--- src/rtl/hanoi_move_seq_pkg.sv ---
// Shared types and helpers for the Hanoi move sequencer.
// Peg ids, FSM states and the 1<->2 peg relabelling.
package hanoi_pkg;

  typedef logic [1:0] peg_t;

  typedef enum logic [1:0] {
    IDLE = 2'd0,
    RUN  = 2'd1,
    DONE = 2'd2
  } state_t;

  localparam peg_t PEG_SRC = 2'd0;
  localparam peg_t PEG_DST = 2'd2;

  function automatic peg_t peg_swap12(
    input peg_t p
  );
    peg_t r;
    unique case (p)
      2'd1:    r = 2'd2;
      2'd2:    r = 2'd1;
      default: r = p;
    endcase
    return r;
  endfunction

  function automatic peg_t mod3(
    input logic [15:0] v
  );
    logic [15:0] r;
    r = v % 16'd3;
    return r[1:0];
  endfunction

endpackage

--- src/rtl/hanoi_move_seq_if.sv ---
// Move handshake and status bundle of the sequencer.
// master = sequencer side, slave = consumer side.
interface hanoi_move_seq_if
  import hanoi_pkg::*;
#(
  parameter int S = 3
);
  localparam int CW = $clog2(S + 1);

  logic              start;
  peg_t              fr;
  peg_t              to;
  logic              move_valid;
  logic              move_ready;
  logic [S-1:0]      move_idx;
  logic [3*CW-1:0]   peg_cnt;
  logic              busy;
  logic              done;

  modport master (
    input  start,
    input  move_ready,
    output fr,
    output to,
    output move_valid,
    output move_idx,
    output peg_cnt,
    output busy,
    output done
  );

  modport slave (
    output start,
    output move_ready,
    input  fr,
    input  to,
    input  move_valid,
    input  move_idx,
    input  peg_cnt,
    input  busy,
    input  done
  );

endinterface

--- src/rtl/hanoi_move_seq_move_calc.sv ---
// Closed-form Hanoi move k -> (fr, to).
// Even ring counts relabel pegs 1/2 so the tower lands on peg 2.
module hanoi_move_calc
  import hanoi_pkg::*;
#(
  parameter int S = 3
) (
  input  logic [S-1:0] k,
  output peg_t         fr,
  output peg_t         to
);

  logic [S-1:0] lo;
  logic [S-1:0] hi;
  logic [S:0]   hi1;
  peg_t         raw_fr;
  peg_t         raw_to;

  // raw pegs from the bit tricks, widened so k=2^S-1 does not wrap
  always_comb begin
    lo     = k & (k - 1'b1);
    hi     = k | (k - 1'b1);
    hi1    = {1'b0, hi} + 1'b1;
    raw_fr = mod3(16'(lo));
    raw_to = mod3(16'(hi1));
  end

  // parity relabel
  always_comb begin
    fr = raw_fr;
    to = raw_to;
    if ((S % 2) == 0) begin
      fr = peg_swap12(raw_fr);
      to = peg_swap12(raw_to);
    end
  end

endmodule

--- src/rtl/hanoi_move_seq.sv ---
// Hanoi move sequencer: one optimal move per handshake,
// plus per-peg ring counts, all outputs registered.
module hanoi_move_seq
  import hanoi_pkg::*;
#(
  parameter int S = 3
) (
  input logic             clk,
  input logic             rst,
  hanoi_move_seq_if.master m
);

  localparam int          CW     = $clog2(S + 1);
  localparam logic [S-1:0] K_LAST = {S{1'b1}};
  localparam logic [S-1:0] K_ONE  = S'(1);
  localparam logic [CW-1:0] C_ALL = CW'(S);

  state_t        state;
  logic [S-1:0]  k;
  logic [S-1:0]  k_next;
  logic [CW-1:0] cnt [3];
  peg_t          c_fr;
  peg_t          c_to;
  logic          hs;
  logic          load;

  assign hs   = m.move_valid & m.move_ready;
  assign load = m.start & (state != RUN);

  // next move index; the calc sees it so fr/to register with k
  always_comb begin
    k_next = k;
    if (load) begin
      k_next = K_ONE;
    end else if (state == RUN && hs && k != K_LAST) begin
      k_next = k + 1'b1;
    end
  end

  hanoi_move_calc #(
    .S(S)
  ) u_calc (
    .k (k_next),
    .fr(c_fr),
    .to(c_to)
  );

  // sequencer FSM with registered move outputs
  always_ff @(posedge clk or negedge rst) begin
    if (!rst) begin
      state        <= IDLE;
      k            <= '0;
      m.fr         <= PEG_SRC;
      m.to         <= PEG_SRC;
      m.move_valid <= 1'b0;
      m.move_idx   <= '0;
      m.busy       <= 1'b0;
      m.done       <= 1'b0;
    end else begin
      unique case (state)
        IDLE, DONE: begin
          if (m.start) begin
            state        <= RUN;
            k            <= k_next;
            m.fr         <= c_fr;
            m.to         <= c_to;
            m.move_idx   <= k_next;
            m.move_valid <= 1'b1;
            m.busy       <= 1'b1;
            m.done       <= 1'b0;
          end
        end
        RUN: begin
          if (hs) begin
            if (k == K_LAST) begin
              state        <= DONE;
              m.move_valid <= 1'b0;
              m.move_idx   <= '0;
              m.busy       <= 1'b0;
              m.done       <= 1'b1;
            end else begin
              k          <= k_next;
              m.fr       <= c_fr;
              m.to       <= c_to;
              m.move_idx <= k_next;
            end
          end
        end
        default: begin
          state <= IDLE;
        end
      endcase
    end
  end

  // per-peg ring counts follow each accepted move
  always_ff @(posedge clk or negedge rst) begin
    if (!rst) begin
      cnt[0] <= C_ALL;
      cnt[1] <= '0;
      cnt[2] <= '0;
    end else if (load) begin
      cnt[0] <= C_ALL;
      cnt[1] <= '0;
      cnt[2] <= '0;
    end else if (hs) begin
      for (int p = 0; p < 3; p++) begin
        if (m.fr == peg_t'(p)) begin
          cnt[p] <= cnt[p] - 1'b1;
        end else if (m.to == peg_t'(p)) begin
          cnt[p] <= cnt[p] + 1'b1;
        end
      end
    end
  end

  assign m.peg_cnt = {cnt[2], cnt[1], cnt[0]};

endmodule

--- src/flat_wrapper.sv ---
// flat-port wrapper written by rule: the top's interface ports become plain ports
module hanoi_move_seq_flat import hanoi_pkg::*;
#(
  parameter int S = 3
)
  (clk, rst, m_start, m_move_ready, m_fr, m_to, m_move_valid, m_move_idx, m_peg_cnt, m_busy, m_done);
  hanoi_move_seq_if #(.S(S)) m_i ();
  input logic clk;
  input logic rst;
  input wire logic [$bits(m_i.start)-1:0] m_start;
  input wire logic [$bits(m_i.move_ready)-1:0] m_move_ready;
  output wire logic [$bits(m_i.fr)-1:0] m_fr;
  output wire logic [$bits(m_i.to)-1:0] m_to;
  output wire logic [$bits(m_i.move_valid)-1:0] m_move_valid;
  output wire logic [$bits(m_i.move_idx)-1:0] m_move_idx;
  output wire logic [$bits(m_i.peg_cnt)-1:0] m_peg_cnt;
  output wire logic [$bits(m_i.busy)-1:0] m_busy;
  output wire logic [$bits(m_i.done)-1:0] m_done;
  assign m_i.start = m_start;
  assign m_i.move_ready = m_move_ready;
  assign m_fr = m_i.fr;
  assign m_to = m_i.to;
  assign m_move_valid = m_i.move_valid;
  assign m_move_idx = m_i.move_idx;
  assign m_peg_cnt = m_i.peg_cnt;
  assign m_busy = m_i.busy;
  assign m_done = m_i.done;
  hanoi_move_seq #(.S(S)) u_core (.clk(clk), .rst(rst), .m(m_i));
endmodule
--- config.mk ---
export PLATFORM = sky130hd
export DESIGN_NAME = hanoi_move_seq_flat
export DESIGN_NICKNAME = d
export VERILOG_FILES = /design/src/rtl/hanoi_move_seq_pkg.sv /design/src/rtl/hanoi_move_seq_if.sv /design/src/rtl/hanoi_move_seq_move_calc.sv /design/src/rtl/hanoi_move_seq.sv /design/src/flat_wrapper.sv
export SDC_FILE = /design/constraint.sdc
export NUM_CORES = 1
export LEC_CHECK = 0
export CAP_MARGIN = 20
export CORE_AREA = 10 10 60 62
export DETAILED_ROUTE_END_ITERATION = 10
export DIE_AREA = 0 0 70 72
export PLACE_DENSITY = 0.68
export SKIP_CTS_REPAIR_TIMING = 1
export SYNTH_ARGS = -nofsm -noshare
export SYNTH_HDL_FRONTEND = slang
export SYNTH_SLANG_ARGS = --single-unit
export TNS_END_PERCENT = 10
--- constraint.sdc ---
create_clock -name clk -period 2.62 [get_ports clk]
set_clock_uncertainty 0.2 [all_clocks]
set_input_delay 0.393 -clock clk [delete_from_list [all_inputs] [get_ports clk]]
set_output_delay 0.393 -clock clk [all_outputs]
set_load 0.005 [all_outputs]
==> out/summary.md, run 1 <==
STA classifies the critical path endpoint as a register. The first detailed-routing pass ran for 4 iterations. Buffers placed on the I/O ports in this run total 19. The average wire length per cell after detail routing is 14.3 um, and the post-place setup slack is 0.129 ns.

The worst-skew pair later-pin latency is 0.30 ns. The clock passes through at most 2 buffers. The tools report the count of endpoints failing hold in the final timing report as 0.

The detail route stage leaves a number of antenna-violating nets equal to 0. Number of CTS-inserted buffers: 3. The tools report the final weighted congestion in routability-driven placement as 0.873. After detailed routing, the met3 layer carries 220 um of wire. The tools report the startpoint type of the worst setup path as a register.

Routed wire length: 2300 um. After synthesis, the mean cell area works out to 9.96 um^2. In the synthesized netlist the async set-or-reset flop fraction comes to 100%. Final setup slack of the worst path: 0.277 ns. After synthesis, flip-flops and latches occupy 47.6% of the total area. The slowest stage of the critical path belongs to the cell dfrtp_1. For the number of nets produced by synthesis, the log shows 113. The final count of pins violating max slew was 0; the x dimension of the die was 70 um.

Maximum fanout along the worst path: 6. The maximum number of pins on one net before global-route repair came out at 21. The worst register-to-register path ends at u_core.m.to[1]$_DFFE_PN0P_.

After detailed routing, the wire length on met1 is 1050 um. For the first-pass GRT wire length, the log shows 4020 um. The die outline area was 5040 um^2.

The post-route standard cell area excluding fillers was 1330 um^2; the number of setup violations in the final report was 0. The tools report the number of global-route vias before repair as 866. The core region is 2430 um^2. The total number of H-tree levels is 1. The transition time at the pin with the least slew margin is 0.410 ns, and the half-perimeter wire length after detailed placement is 1710 um. The tools report the root buffer selected by CTS as clkbuf_4. The launch point of the worst reg-to-reg path is u_core.k[1]$_DFFE_PN0P_. Of the available clock period, the critical path in the final layout requires 89.4%. Routed signal wires occupy layers up through met4. The tools report the remaining max-slew budget at the tightest pin as 72.6%.

The met2 routed wirelength is 1010 um, and the initial antenna violation count is 0. Cells with a size suffix above 1 make up 13.7% of the layout. After detailed placement, the total cell area comes to 1300 um^2.

The final layout contains 139 nets. The diode insertion count for antenna repair was 0; the clock-pin slew of the registers on the worst-case setup and hold paths was 0.11 ns. The placement row count came out at 18. The analysis attributes to cell leakage a power of 0.000591 uW.

The total global routing overflow came out at 0. For this run, the top clock speed supported by timing is 0.427 GHz. Depth of the most critical reg-to-reg path: 7. In the layout the commonest cells are clkdlybuf4s50_1, dfrtp_1, nand2_1.

For this design the ratio of total power to cell area is 1340 nW/um^2. The run finished with clean final reports. Yosys printed 0 warnings. The worst path required time is 2.61 ns, and the total I/O pin count is 20. After the first detailed-routing iteration, the DRC count stood at 50. The worst-case IR drop observed on VDD is 0.000666 V. The number of flops mapped to enable cells by yosys was 0; the total standard cell area after synthesis was 1060 um^2. The worst setup path is of the reg2reg kind.

The floorplan die height is 72 um. Counting I/O delays and the setup requirement, the final critical path takes 2.34 ns. Synthesis produced a netlist whose cell count is 106.

The initial standard-cell utilization of the core is 43.4%, and the total of max-cap violations is 0. Synthesis inferred 20 register bits. Among all flip-flop cells after synthesis, the most frequent one is dfrtp_1. Setup repair after global routing left no endpoint under its margin.

TritonCTS built the clock tree. The tools report the slack of the worst reg-to-reg path as 0.28 ns. For the final routed database, the setup TNS stands at 0 ns.

The arrival time of the worst setup path was 2.34 ns. The path category of the worst min-delay check is in2async. After detailed routing, the number of remaining DRC violations is 0. Fill cells in the final layout number 242. Summing all multi-input logic gate instances after layout gives 505 um^2.

The largest stage delay on the critical path works out to 0.43 ns. In the final layout, flip-flops and latches occupy 503 um^2. Leaving out fill and tap cells, the most frequent cell in the layout is clkdlybuf4s50_1.

Relative to the synthesized area, the layout overhead comes to 25.9%. Global routing used 9.18% of the available tracks. The via density per instance is 5.29. By instance count, the cell type seen most on the critical path is ha_1.

The final route contains 852 vias. For this design, the sink count on the clock tree is 20. The count of distinct cell types in the synthesized netlist was 33.

The signal on the critical path passes through ha_1, ha_1, or2_1, o31ai_1, a31oi_1, ha_1, mux2_4.
==> worst max-delay path: cells and delay by family, from the launching register on <==
kind / cells / cell delay [ns]
fa+ha+maj: 3 / 0.74
flops: 1 / 0.43
simple gates: 1 / 0.32
compound gates: 2 / 0.29
mux: 1 / 0.25
==> per-stage QoR <==
step | power, uW | utilization, % | hold WS, ns | std cells
2_1_floorplan | 1250 | - | -0.103 | 106
3_3_place_gp | 1610 | 53.6 | 0.295 | 157
3_5_place_dp | 1640 | 53.6 | 0.292 | 157
4_1_cts | 1800 | 54.7 | 0.217 | 161
5_1_grt | 1940 | 54.7 | 0.253 | 161
6_report | 1780 | 54.7 | 0.213 | 161
==> registers in the layout, indices dropped and copies added (netlist names) <==
name                 count
u_core.m.fr              2
u_core.m.done            1
u_core.m.move_idx        3
u_core.k                 3
u_core.m.to              2
u_core.m.move_valid      1
u_core.m.peg_cnt         6
u_core.state             2
==> synthesized netlist by cell type (2+ instances only) <==
| cell | n | share of area, % |
|---|---|---|
| a21oi_1 | 7 | 3.3 |
| a221o_1 | 2 | 1.9 |
| buf_2 | 2 | 0.95 |
| dfrtp_1 | 18 | 43 |
| dfstp_2 | 2 | 5.0 |
| ha_1 | 3 | 3.6 |
| inv_1 | 4 | 1.4 |
| mux2_4 | 2 | 2.8 |
| nand2_1 | 17 | 6.0 |
| nand2b_1 | 7 | 4.1 |
| nand3_1 | 6 | 2.8 |
| nand4_1 | 2 | 1.2 |
| nor2_1 | 4 | 1.4 |
| o21ai_0 | 5 | 2.4 |
| xnor2_1 | 6 | 5.0 |
| xor2_1 | 2 | 1.7 |
==> worst max-delay path by stage <==
stage / from / depth (start not counted) / to
finish: u_core.k[1]$_DFFE_PN0P_ / 7 / u_core.m.to[1]$_DFFE_PN0P_
global route: u_core.k[1]$_DFFE_PN0P_ / 7 / u_core.m.to[1]$_DFFE_PN0P_
CTS: u_core.k[1]$_DFFE_PN0P_ / 7 / u_core.m.to[1]$_DFFE_PN0P_
detailed placement: m_move_ready / 7 / u_core.m.to[1]$_DFFE_PN0P_
global placement: m_move_ready / 7 / u_core.m.to[1]$_DFFE_PN0P_
floorplan: u_core.k[1]$_DFFE_PN0P_ / 8 / u_core.m.to[1]$_DFFE_PN0P_
==> cell type report <==
type	instances	share of cell area, %
Clock buffer	4	1.98
Inverter	4	1.13
Multi-Input combinational cell	77	38.0
Sequential cell	20	37.8
Tap cell	30	2.82
Timing Repair Buffer	26	18.3
==> metal layers <==
| layer | up-vias | global-route usage (%) |
|---|---|---|
| met5 | - | 0 |
| met4 | 0 | 3.29 |
| met3 | 4 | 3.95 |
| met2 | 24 | 14.7 |
| met1 | 408 | 10.7 |
| li1 | 416 | - |
==> cells by family (layout without fill, tap and decap cells) <==
family | count (synthesis) | count (layout) | synth area share [%]
xor gates and xnor gates | 8 | 8 | 6.64
buffers and inverters | 9 | 34 | 4.50
AOI/OAI and AO/OA | 22 | 22 | 14.3
and+or+nand+nor | 42 | 42 | 20.5
DFF | 20 | 20 | 47.6
muxes | 2 | 2 | 2.84
adders and majority gates | 3 | 3 | 3.55
==> power by group <==
group	total (uW)	internal, uW	switching, uW	leakage [uW]
logic	1010	561	452	0.000331
clock network	154	59.4	94.5	0.0000150
registers	610	464	146	0.000244
total	1780	1080	692	0.000591
Power figures use the tool's default switching activity.
==> run 2, diff against run 1 <==
Settings changed: GPL_TIMING_DRIVEN set to 1.
==> results of run 2 <==
Final layout, timing and power as in run 1 (identical DEF).
==> run 3, diff against run 2 <==
Settings changed: ABC_CLOCK_PERIOD_IN_PS set to 2620.
==> results of run 3 <==
Final layout, timing and power as in run 1 (identical DEF).
